### src/rtl/uart_rx_frame_ctrl.sv
// uart_rx_frame_ctrl: paces the 8N1 receiver with a 16x-baud sample tick and
// assembles its byte stream into SOF/CMD/LEN/payload/XOR-checksum frames,
// holding each good frame for the consumer until it is acknowledged.
//
// state    | meaning
// ---------+-------------------------------------------------------------
// WAIT_SOF | idle, discarding bytes until the start-of-frame marker
// GET_CMD  | next byte is the command
// GET_LEN  | next byte is the payload length (checked against buffer depth)
// GET_PAY  | storing payload bytes into the buffer
// GET_CHK  | next byte is compared with the running XOR of CMD, LEN, payload
// HOLD     | frame presented on frame_valid; buffer frozen until frame_ack
module uart_rx_frame_ctrl #(
  parameter int         CLK_FREQ       = 50_000_000,
  parameter int         BAUD           = 9600,
  parameter int         MAX_PAYLOAD    = 16,
  parameter int         TIMEOUT_CYCLES = 5_000_000,
  parameter logic [7:0] SOF_BYTE       = 8'hAA,
  localparam int        LEN_W          = $clog2(MAX_PAYLOAD + 1),
  localparam int        ADDR_W         = $clog2(MAX_PAYLOAD)
) (
  input  logic              clk_50MHz,
  input  logic              reset,
  output logic              sample_tick,
  input  logic              rx_data_ready,
  input  logic [7:0]        rx_data,
  output logic              frame_valid,
  input  logic              frame_ack,
  output logic [7:0]        frame_cmd,
  output logic [LEN_W-1:0]  frame_len,
  input  logic [ADDR_W-1:0] rd_addr,
  output logic [7:0]        rd_data,
  output logic              frame_error,
  output logic [1:0]        err_code,
  output logic              overrun
);

  localparam int DIV   = CLK_FREQ / (BAUD * 16);
  localparam int DIV_W = (DIV > 1) ? $clog2(DIV) : 1;
  localparam int TO_W  = $clog2(TIMEOUT_CYCLES + 1);

  localparam logic [2:0] S_WAIT_SOF = 3'd0;
  localparam logic [2:0] S_GET_CMD  = 3'd1;
  localparam logic [2:0] S_GET_LEN  = 3'd2;
  localparam logic [2:0] S_GET_PAY  = 3'd3;
  localparam logic [2:0] S_GET_CHK  = 3'd4;
  localparam logic [2:0] S_HOLD     = 3'd5;

  localparam logic [1:0] ERR_CHK = 2'b01;
  localparam logic [1:0] ERR_LEN = 2'b10;
  localparam logic [1:0] ERR_TO  = 2'b11;

  logic [DIV_W-1:0]  r_div;
  logic [TO_W-1:0]   r_to_cnt;
  logic [2:0]        r_state;
  logic [7:0]        r_chk;
  logic [7:0]        r_cmd;
  logic [LEN_W-1:0]  r_len;
  logic [ADDR_W-1:0] r_idx;
  logic [7:0]        r_buf [MAX_PAYLOAD];
  logic              r_err;
  logic [1:0]        r_err_code;
  logic              r_overrun;

  logic w_tick;
  logic w_in_frame;
  logic w_timeout;
  logic w_last_pay;

  assign w_tick     = (r_div == DIV_W'(DIV - 1));
  assign w_in_frame = (r_state == S_GET_CMD) || (r_state == S_GET_LEN) ||
                      (r_state == S_GET_PAY) || (r_state == S_GET_CHK);
  // A timeout takes priority over a byte arriving in the same cycle.
  assign w_timeout  = w_in_frame && (r_to_cnt == TO_W'(TIMEOUT_CYCLES - 1));
  assign w_last_pay = ((LEN_W'(r_idx) + LEN_W'(1)) == r_len);

  assign sample_tick = w_tick;
  assign frame_valid = (r_state == S_HOLD);
  assign frame_cmd   = r_cmd;
  assign frame_len   = r_len;
  assign rd_data     = r_buf[rd_addr];
  assign frame_error = r_err;
  assign err_code    = r_err_code;
  assign overrun     = r_overrun;

  // Free-running baud divider; wraps after the tick cycle.
  always_ff @(posedge clk_50MHz or negedge reset) begin
    if (!reset) begin
      r_div <= '0;
    end else if (w_tick) begin
      r_div <= '0;
    end else begin
      r_div <= r_div + DIV_W'(1);
    end
  end

  // Inter-byte idle counter, only running while a frame is being assembled.
  always_ff @(posedge clk_50MHz or negedge reset) begin
    if (!reset) begin
      r_to_cnt <= '0;
    end else if (!w_in_frame || w_timeout || rx_data_ready) begin
      r_to_cnt <= '0;
    end else begin
      r_to_cnt <= r_to_cnt + TO_W'(1);
    end
  end

  // Payload buffer write; only the payload state stores bytes.
  always_ff @(posedge clk_50MHz or negedge reset) begin
    if (!reset) begin
      for (int i = 0; i < MAX_PAYLOAD; i++) r_buf[i] <= 8'h00;
    end else if ((r_state == S_GET_PAY) && rx_data_ready && !w_timeout) begin
      r_buf[r_idx] <= rx_data;
    end
  end

  // Frame parser: state, header fields, checksum, error pulse and overrun flag.
  always_ff @(posedge clk_50MHz or negedge reset) begin
    if (!reset) begin
      r_state    <= S_WAIT_SOF;
      r_chk      <= 8'h00;
      r_cmd      <= 8'h00;
      r_len      <= '0;
      r_idx      <= '0;
      r_err      <= 1'b0;
      r_err_code <= 2'b00;
      r_overrun  <= 1'b0;
    end else begin
      r_err <= 1'b0;
      if (w_timeout) begin
        r_state    <= S_WAIT_SOF;
        r_err      <= 1'b1;
        r_err_code <= ERR_TO;
      end else begin
        case (r_state)
          S_WAIT_SOF: begin
            if (rx_data_ready && (rx_data == SOF_BYTE)) begin
              r_chk   <= 8'h00;
              r_state <= S_GET_CMD;
            end
          end
          S_GET_CMD: begin
            if (rx_data_ready) begin
              r_cmd   <= rx_data;
              r_chk   <= rx_data;
              r_state <= S_GET_LEN;
            end
          end
          S_GET_LEN: begin
            if (rx_data_ready) begin
              if (rx_data > 8'(MAX_PAYLOAD)) begin
                r_err      <= 1'b1;
                r_err_code <= ERR_LEN;
                r_state    <= S_WAIT_SOF;
              end else begin
                r_len   <= rx_data[LEN_W-1:0];
                r_chk   <= r_chk ^ rx_data;
                r_idx   <= '0;
                r_state <= (rx_data == 8'h00) ? S_GET_CHK : S_GET_PAY;
              end
            end
          end
          S_GET_PAY: begin
            if (rx_data_ready) begin
              r_chk <= r_chk ^ rx_data;
              r_idx <= r_idx + ADDR_W'(1);
              if (w_last_pay) r_state <= S_GET_CHK;
            end
          end
          S_GET_CHK: begin
            if (rx_data_ready) begin
              if (rx_data == r_chk) begin
                r_state <= S_HOLD;
              end else begin
                r_err      <= 1'b1;
                r_err_code <= ERR_CHK;
                r_state    <= S_WAIT_SOF;
              end
            end
          end
          S_HOLD: begin
            if (frame_ack) begin
              r_overrun <= 1'b0;
              r_state   <= S_WAIT_SOF;
            end else if (rx_data_ready) begin
              r_overrun <= 1'b1;
            end
          end
          default: r_state <= S_WAIT_SOF;
        endcase
      end
    end
  end

endmodule

### config.mk
export PLATFORM = sky130hd
export DESIGN_NAME = uart_rx_frame_ctrl
export DESIGN_NICKNAME = d
export VERILOG_FILES = /design/src/rtl/uart_rx_frame_ctrl.sv
export SDC_FILE = /design/constraint.sdc
export NUM_CORES = 1
export LEC_CHECK = 0
export CAP_MARGIN = 20
export CORE_ASPECT_RATIO = 0.5
export CORE_UTILIZATION = 35
export DETAILED_ROUTE_END_ITERATION = 16
export PLACE_DENSITY = 0.53
export SYNTH_ARGS = -nofsm -noshare
export SYNTH_HDL_FRONTEND = slang
export SYNTH_SLANG_ARGS = --single-unit
export TNS_END_PERCENT = 10
### constraint.sdc
create_clock -name clk_50MHz -period 4.6 [get_ports clk_50MHz]
set_input_delay 0.69 -clock clk_50MHz [delete_from_list [all_inputs] [get_ports clk_50MHz]]
set_output_delay 0.69 -clock clk_50MHz [all_outputs]
set_load 0.03 [all_outputs]
## Word-level counts from Yosys, hierarchy flattened

Cells that the tools add are included.

- Bits in read-only memories: 0
- Input bits: 16
- Memories: 0
- RAM bits: 0
- Latch bits: 0
- Output and inout bits: 27
- Bits in registers: 192
- Logic and storage cells: 132

- Equal/unequal tests: 24
- Multiplexer cells: 44
- Bitwise logic cells: 5
- Shift-type cells: 0
- Reduce and logical (&&, ||, !) cells: 25
- Multiply operators: 0
- Add/sub/neg operators: 4
- Div/mod/pow operators: 0
- Magnitude comparators: 4

Operators by type and width:

| operator | number |
|---|---|
| 128-bit bitwise mux | 1 |
| 8-bit two-way mux | 8 |
| 3-bit two-way mux | 11 |
| 8-bit binary-select mux with 4-bit select | 1 |
| 8-bit demux with 4-bit select | 1 |
| 8-bit case mux with 4 select lines | 1 |
| 23-bit by 1-bit adder with 23-bit output, second input constant | 1 |
| 23-bit == test, second input constant | 1 |
| 23-bit two-way mux | 1 |
| 3-bit inequality test, second input constant | 7 |
| 3-bit case mux with 6 select lines | 1 |
| 7-bit AND reduction | 2 |
| 4-bit two-way mux | 3 |
| 5-bit >= comparator, second input constant | 2 |
| 2-bit two-way mux | 5 |
| 2-bit inequality test, second input constant | 5 |
| 4-bit NOT with 5-bit output | 2 |
| 5-bit AND reduction | 2 |
| 9-bit by 1-bit adder with 9-bit output, second input constant | 1 |
| 9-bit == test, second input constant | 1 |
| 9-bit two-way mux | 1 |
| 8-bit == test | 1 |
| 8-bit == test, second input constant | 1 |
| 8-bit by 5-bit greater-than comparator with 1-bit output, second input constant | 1 |
| other kinds (25) | 45 |

## Depth between registers and ports, before layout

- Depth in word-level cells: 8
- Gate-level depth with buffers: 9
- Gate-level depth less buffers: 7

## Worst setup path after synthesis

Ideal clock, no wire load.

- Path kind: input to output
- Start: input port rd_addr[0]
- End: output port rd_data[0]
- Path slack: 1602 ps
- Stages on the path: 4
- Required time: 3910 ps
- Path buffers: 2
- Arrival: 2308 ps
- Cells stage by stage: clkbuf_1 > buf_2 > mux4_2 > mux4_2

- Cells in the longest elaborated chain, start to end: 4

RTL lines:

| item | RTL line | text |
|---|---|---|
| start, declared | 31 | `input logic [ADDR_W-1:0] rd_addr,` |
| 4-bit NOT with 5-bit output (implied by the code) | 81 | `assign rd_data = r_buf[rd_addr];` |
| 8-bit binary-select mux with 4-bit select | 81 |  |
| 8-bit two-way mux (implied by the code) (2 in a row) | 81 |  |
| end, declared | 32 | `output logic [7:0] rd_data,` |

Every way passes these cells. The select of a mux whose other input is x is not followed.

## Worst setup path after layout

- Start: input port rd_addr[1]
- End: output port rd_data[3]

The elaborated chain is that of the path after synthesis.

==> metrics.sh <==
CTS-HOLD-FIX-BUFFERS=0
SYNTH_NETS=745
CRITICAL_PATH.ENDPOINT_TYPE='output pin'
GLOBAL_ROUTE_WIRE_LENGTH_BEFORE_REPAIR_UM=36900
ROOT_BUFFER='clkbuf_16'
CRITICAL_PATH.TOP_DELAY_FAMILY='buffers and inverters'
FINAL_MIN_PERIOD_OVER_CLOCK_PERIOD_PCT=81.5
DETAILED_PLACE_HPWL_UM=15100
TRANSITION_TIME_AT_THE_PIN_WITH_THE_LEAST_SLEW_MARGIN_NS=1.01
POSTSYNTH.ASYNCRESETSHARE_PCT=100
SYNTH.CELL_AREA_MM2=0.00987
CTS_NUM_SINKS=192
DIE_SPAN_IN_Y_UM=121
TRITONCTS='done'
DOMINANT_COMBINATIONAL_CELL_FAMILY_BY_AREA_AFTER_SYNTHESIS='multiplexers'
SYNTHADDERAREAFRAC_PCT=0.888
COUNT_OF_UNRESOLVED_DRC_VIOLATIONS_AFTER_ROUTING=0
P_LEAK_nW=5.03
GRT_ANTENNA_BEFORE_REPAIR=1
SETUP-VIOLATIONS-FINAL=0
PLACEDINSTANCEAREA_MM2=0.0106
CRITPATHARRIVALTIME_NS=3.06
GRTUSAGEMET3_PCT=4.18
CRITPATHLAUNCHTYPE='input pin'
PLACE_CONGESTION=0.799
TOP_USAGE_LAYER='met2'
POST_SYNTH_NUM_CELL_TYPES=66
LAYOUT-AREA-OVERHEAD-VS-SYNTH_PCT=14.2
INITIAL_UTILIZATION_PCT=35.6
FMAX_GHz=0.267
NUMCTSBUFFERS=17
IR_DROP_uV=194
POST-PLACE-WS_NS=0.828
ROUTEDWLPERCELL_UM=20.0
P_SEQ_SHARE_PCT=44.5
FINALSETUPTNS_NS=0
POST_SYNTH_MUX_AREA_SHARE_PCT=27.8
GRT_USE_MET2_PCT=26.5
GR-USAGE-MET1_PCT=23.8
PATH_MAX_FANOUT=32
PIN_COUNT_OF_THE_BIGGEST_NET_ENTERING_GLOBAL_ROUTING=110
SWITCHING_POWER_mW=1.51
MAXCAPVIOLATIONS=0
INSERTION_DELAY_NS=0.44
DRTPASS1ITERATIONS=5
VIAS_PER_CELL=5.15
SYNTHFLOPTYPE='dfrtp_1'
CRIT_REQUIRED_NS=3.91
POST_SYNTHESIS_COMPOUND_GATE_AREA_FRACTION_PCT=4.38
CRIT_PATH_CELL_TRACE='clkdlybuf4s50_1 -> buf_4 -> mux4_2 -> mux4_2 -> clkdlybuf4s50_1'
SLOWEST_DELAY_NS=0.61
SYNTH-EDFF-COUNT=0
TIMING.CRITICAL_PATH.BUF_INV=3
CRITPATHKIND='input pin to output pin'
PORT_BUFFERS=42
DRIVE_GT1_SHARE_PCT=33.4
N_ANTENNA_CELL=0
STATUS='finished clean'
DESIGN.DIE.AREA_MM2=0.0289
SYNTHESIZED_AREA_FRACTION_OCCUPIED_BY_XOR_AND_XNOR_CELLS_PCT=3.28
FINALINSTANCEAREA_MM2=0.0113
POST_CTS.RESIZED_INSTANCES=0
POWER.SHARE.CLOCK_PCT=32.3
SLEW_VIOLATIONS=0
CORE_MM2=0.0277
ANT_NETS=0
POSTCTSSETUPREPAIRBUFS=0
ROUTED_WL_UM=23000
SYN-INSTANCE-COUNT=722
COMBINATIONALPOWERSHARE_PCT=23.2
FINAL_PERIOD_MINUS_WORST_SETUP_SLACK_NS=3.75
FIRST_GLOBAL_VIAS=6192
SYNTH_SEQ_CELLS=192
NETSWITCHINGFRACTION_PCT=31.0
SYNTHESIS.YOSYS.WARNINGS=0
DIE_WIDTH_UM=239
INTERNAL_POWER_mW=3.34
POWER_PER_UNIT_OF_STANDARD_CELL_AREA_mW_PER_MM2=431
CLK_PIN_SLEW_NS=0.07
TIMING.SLEW.HEADROOM_PCT=32.7
SYNTH-SEQ-AREA-SHARE_PCT=48.7
FINAL.SETUP_SKEW_NS=0.0105
POSTLAYOUTSETUPSLACKWORST_NS=0.852
HTREE_LEVELS=4
HOLD_PATH.CLASS='input pin to async pin'
CRIT_SLOWEST_CELL='clkdlybuf4s50_1'
DESIGN.PORTCOUNT=43
NUM_VIAS=5932
SYNTH.AVG_CELL_AREA_UM2=13.7
LAYOUT.NETS=779
ROW_COUNT=43
OVERFLOW=0
SYNTHSIMPLEGATEAREAFRAC_PCT=11.7
CLOCK_TREE.BUFFER_DEPTH=2
DRT_ITER0_DRC=399
HOLD_VIOL=0
RSZ0062_AT_GRT='false'
GLOBALROUTETOTALUTIL_PCT=17.1
[sequential cells by signal (all words and copies together), names as in the netlist]
register     flops
err_code         2
frame_cmd        8
frame_error      1
frame_len        5
overrun          1
r_buf          128
r_chk            8
r_div            9
r_idx            4
r_state          3
r_to_cnt        23
[power groups by stage]
stage,combinational [mW],clock (mW),sequential [mW]
3_3_place_gp,1.12,0,2.19
3_5_place_dp,1.13,0,2.20
4_1_cts,1.14,1.61,2.17
5_1_grt,1.23,1.67,2.20
2_1_floorplan,0.740,0,2.18
6_report,1.12,1.57,2.16
[area by class of cell]
type / instances / area [µm²]
Fill cell: 2536 / 16400
Sequential cell: 192 / 4800
Multi-Input combinational cell: 470 / 4740
Timing Repair Buffer: 61 / 574
Clock buffer: 23 / 488
Tap cell: 382 / 478
Clock inverter: 9 / 128
Inverter: 14 / 52.6
[final timing paths]
path,start,to,slack (ns),cells after the start
worst max register to register,r_to_cnt[0]$_DFF_PN0_,r_buf[65]$_DFFE_PN0P_,1.52,7
max in group asynchronous,reset,r_to_cnt[11]$_DFF_PN0_,3.15,2
worst min register to register,frame_cmd[0]$_DFFE_PN0P_,frame_cmd[0]$_DFFE_PN0P_,0.49,2
worst max-delay path,rd_addr[1],rd_data[3],0.85,5
min in group clk_50MHz,frame_cmd[0]$_DFFE_PN0P_,frame_cmd[0]$_DFFE_PN0P_,0.49,2
worst min-delay path,reset,r_buf[7]$_DFFE_PN0P_,0.33,1
[cell families (layout without fill, tap and decap cells)]
logic type | Yosys count | count (layout)
flip-flops | 192 | 192
adder cells (fa/ha/maj) | 7 | 7
AO/OA/AOI/OAI | 65 | 65
AND/OR/NAND/NOR | 184 | 184
buffers and inverters | 60 | 107
multiplexers | 177 | 177
XOR/XNOR | 37 | 37
[layer usage]
| layer | wire length (µm) | share of wire (%) |
|---|---|---|
| met1 | 10900 | 47 |
| met2 | 10900 | 47 |
| met3 | 1060 | 4.6 |
| met4 | 195 | 0.85 |
| met5 | 0 | 0 |
[synthesized netlist by cell type, types with 2 or more instances]
cell type	n	area, µm²
a21oi_1	17	85.1
a22o_1	6	52.6
a31oi_1	4	25.0
and2_1	6	37.5
and3_1	8	50.1
and3_2	2	15.0
buf_1	4	15.0
buf_2	7	35.0
buf_4	2	15.0
clkbuf_1	22	82.6
dfrtp_1	192	4800
dlygate4sd3_1	8	80.1
ha_1	7	87.6
inv_1	14	52.6
mux2_2	56	631
mux2_4	80	1200
mux4_2	40	901
nand2_1	33	124
nand2b_1	9	56.3
nand3_1	20	100
nand4_1	11	68.8
nand4_2	4	50.1
nor2_1	42	158
nor2b_1	4	25.0
nor3_1	7	35.0
nor3_2	2	20.0
nor3_4	10	163
nor3b_1	3	22.5
nor4_1	2	12.5
o21ai_0	19	95.1
o31ai_1	3	22.5
o32ai_1	2	17.5
o41ai_1	2	17.5
or2_2	2	12.5
or3_1	3	18.8
or3_2	2	15.0
or4_1	2	15.0
or4b_2	2	20.0
xnor2_1	17	149
xor2_1	20	175
[stage by stage]
step,cells,power (mW),utilization [%],hold slack (ns)
2_1_floorplan,722,2.92,-,0.394
3_3_place_gp,1119,3.32,38.4,0.470
3_5_place_dp,1119,3.33,38.4,0.475
4_1_cts,1151,4.92,40.6,0.402
5_1_grt,1151,5.10,40.6,0.412
6_report,1151,4.85,40.6,0.334
[cells in the final DEF (no fill, tap or decap), types with 18 or more instances in the layout]
master and instances:
nor2_1 42, buf_4 18, nand3_1 20, clkdlybuf4s50_1 40
o21ai_0 19, nand2_1 33, mux2_2 56, mux2_4 80
xor2_1 20, dfrtp_1 192, mux4_2 40
Note: power is estimated with default switching activity, not from simulation.
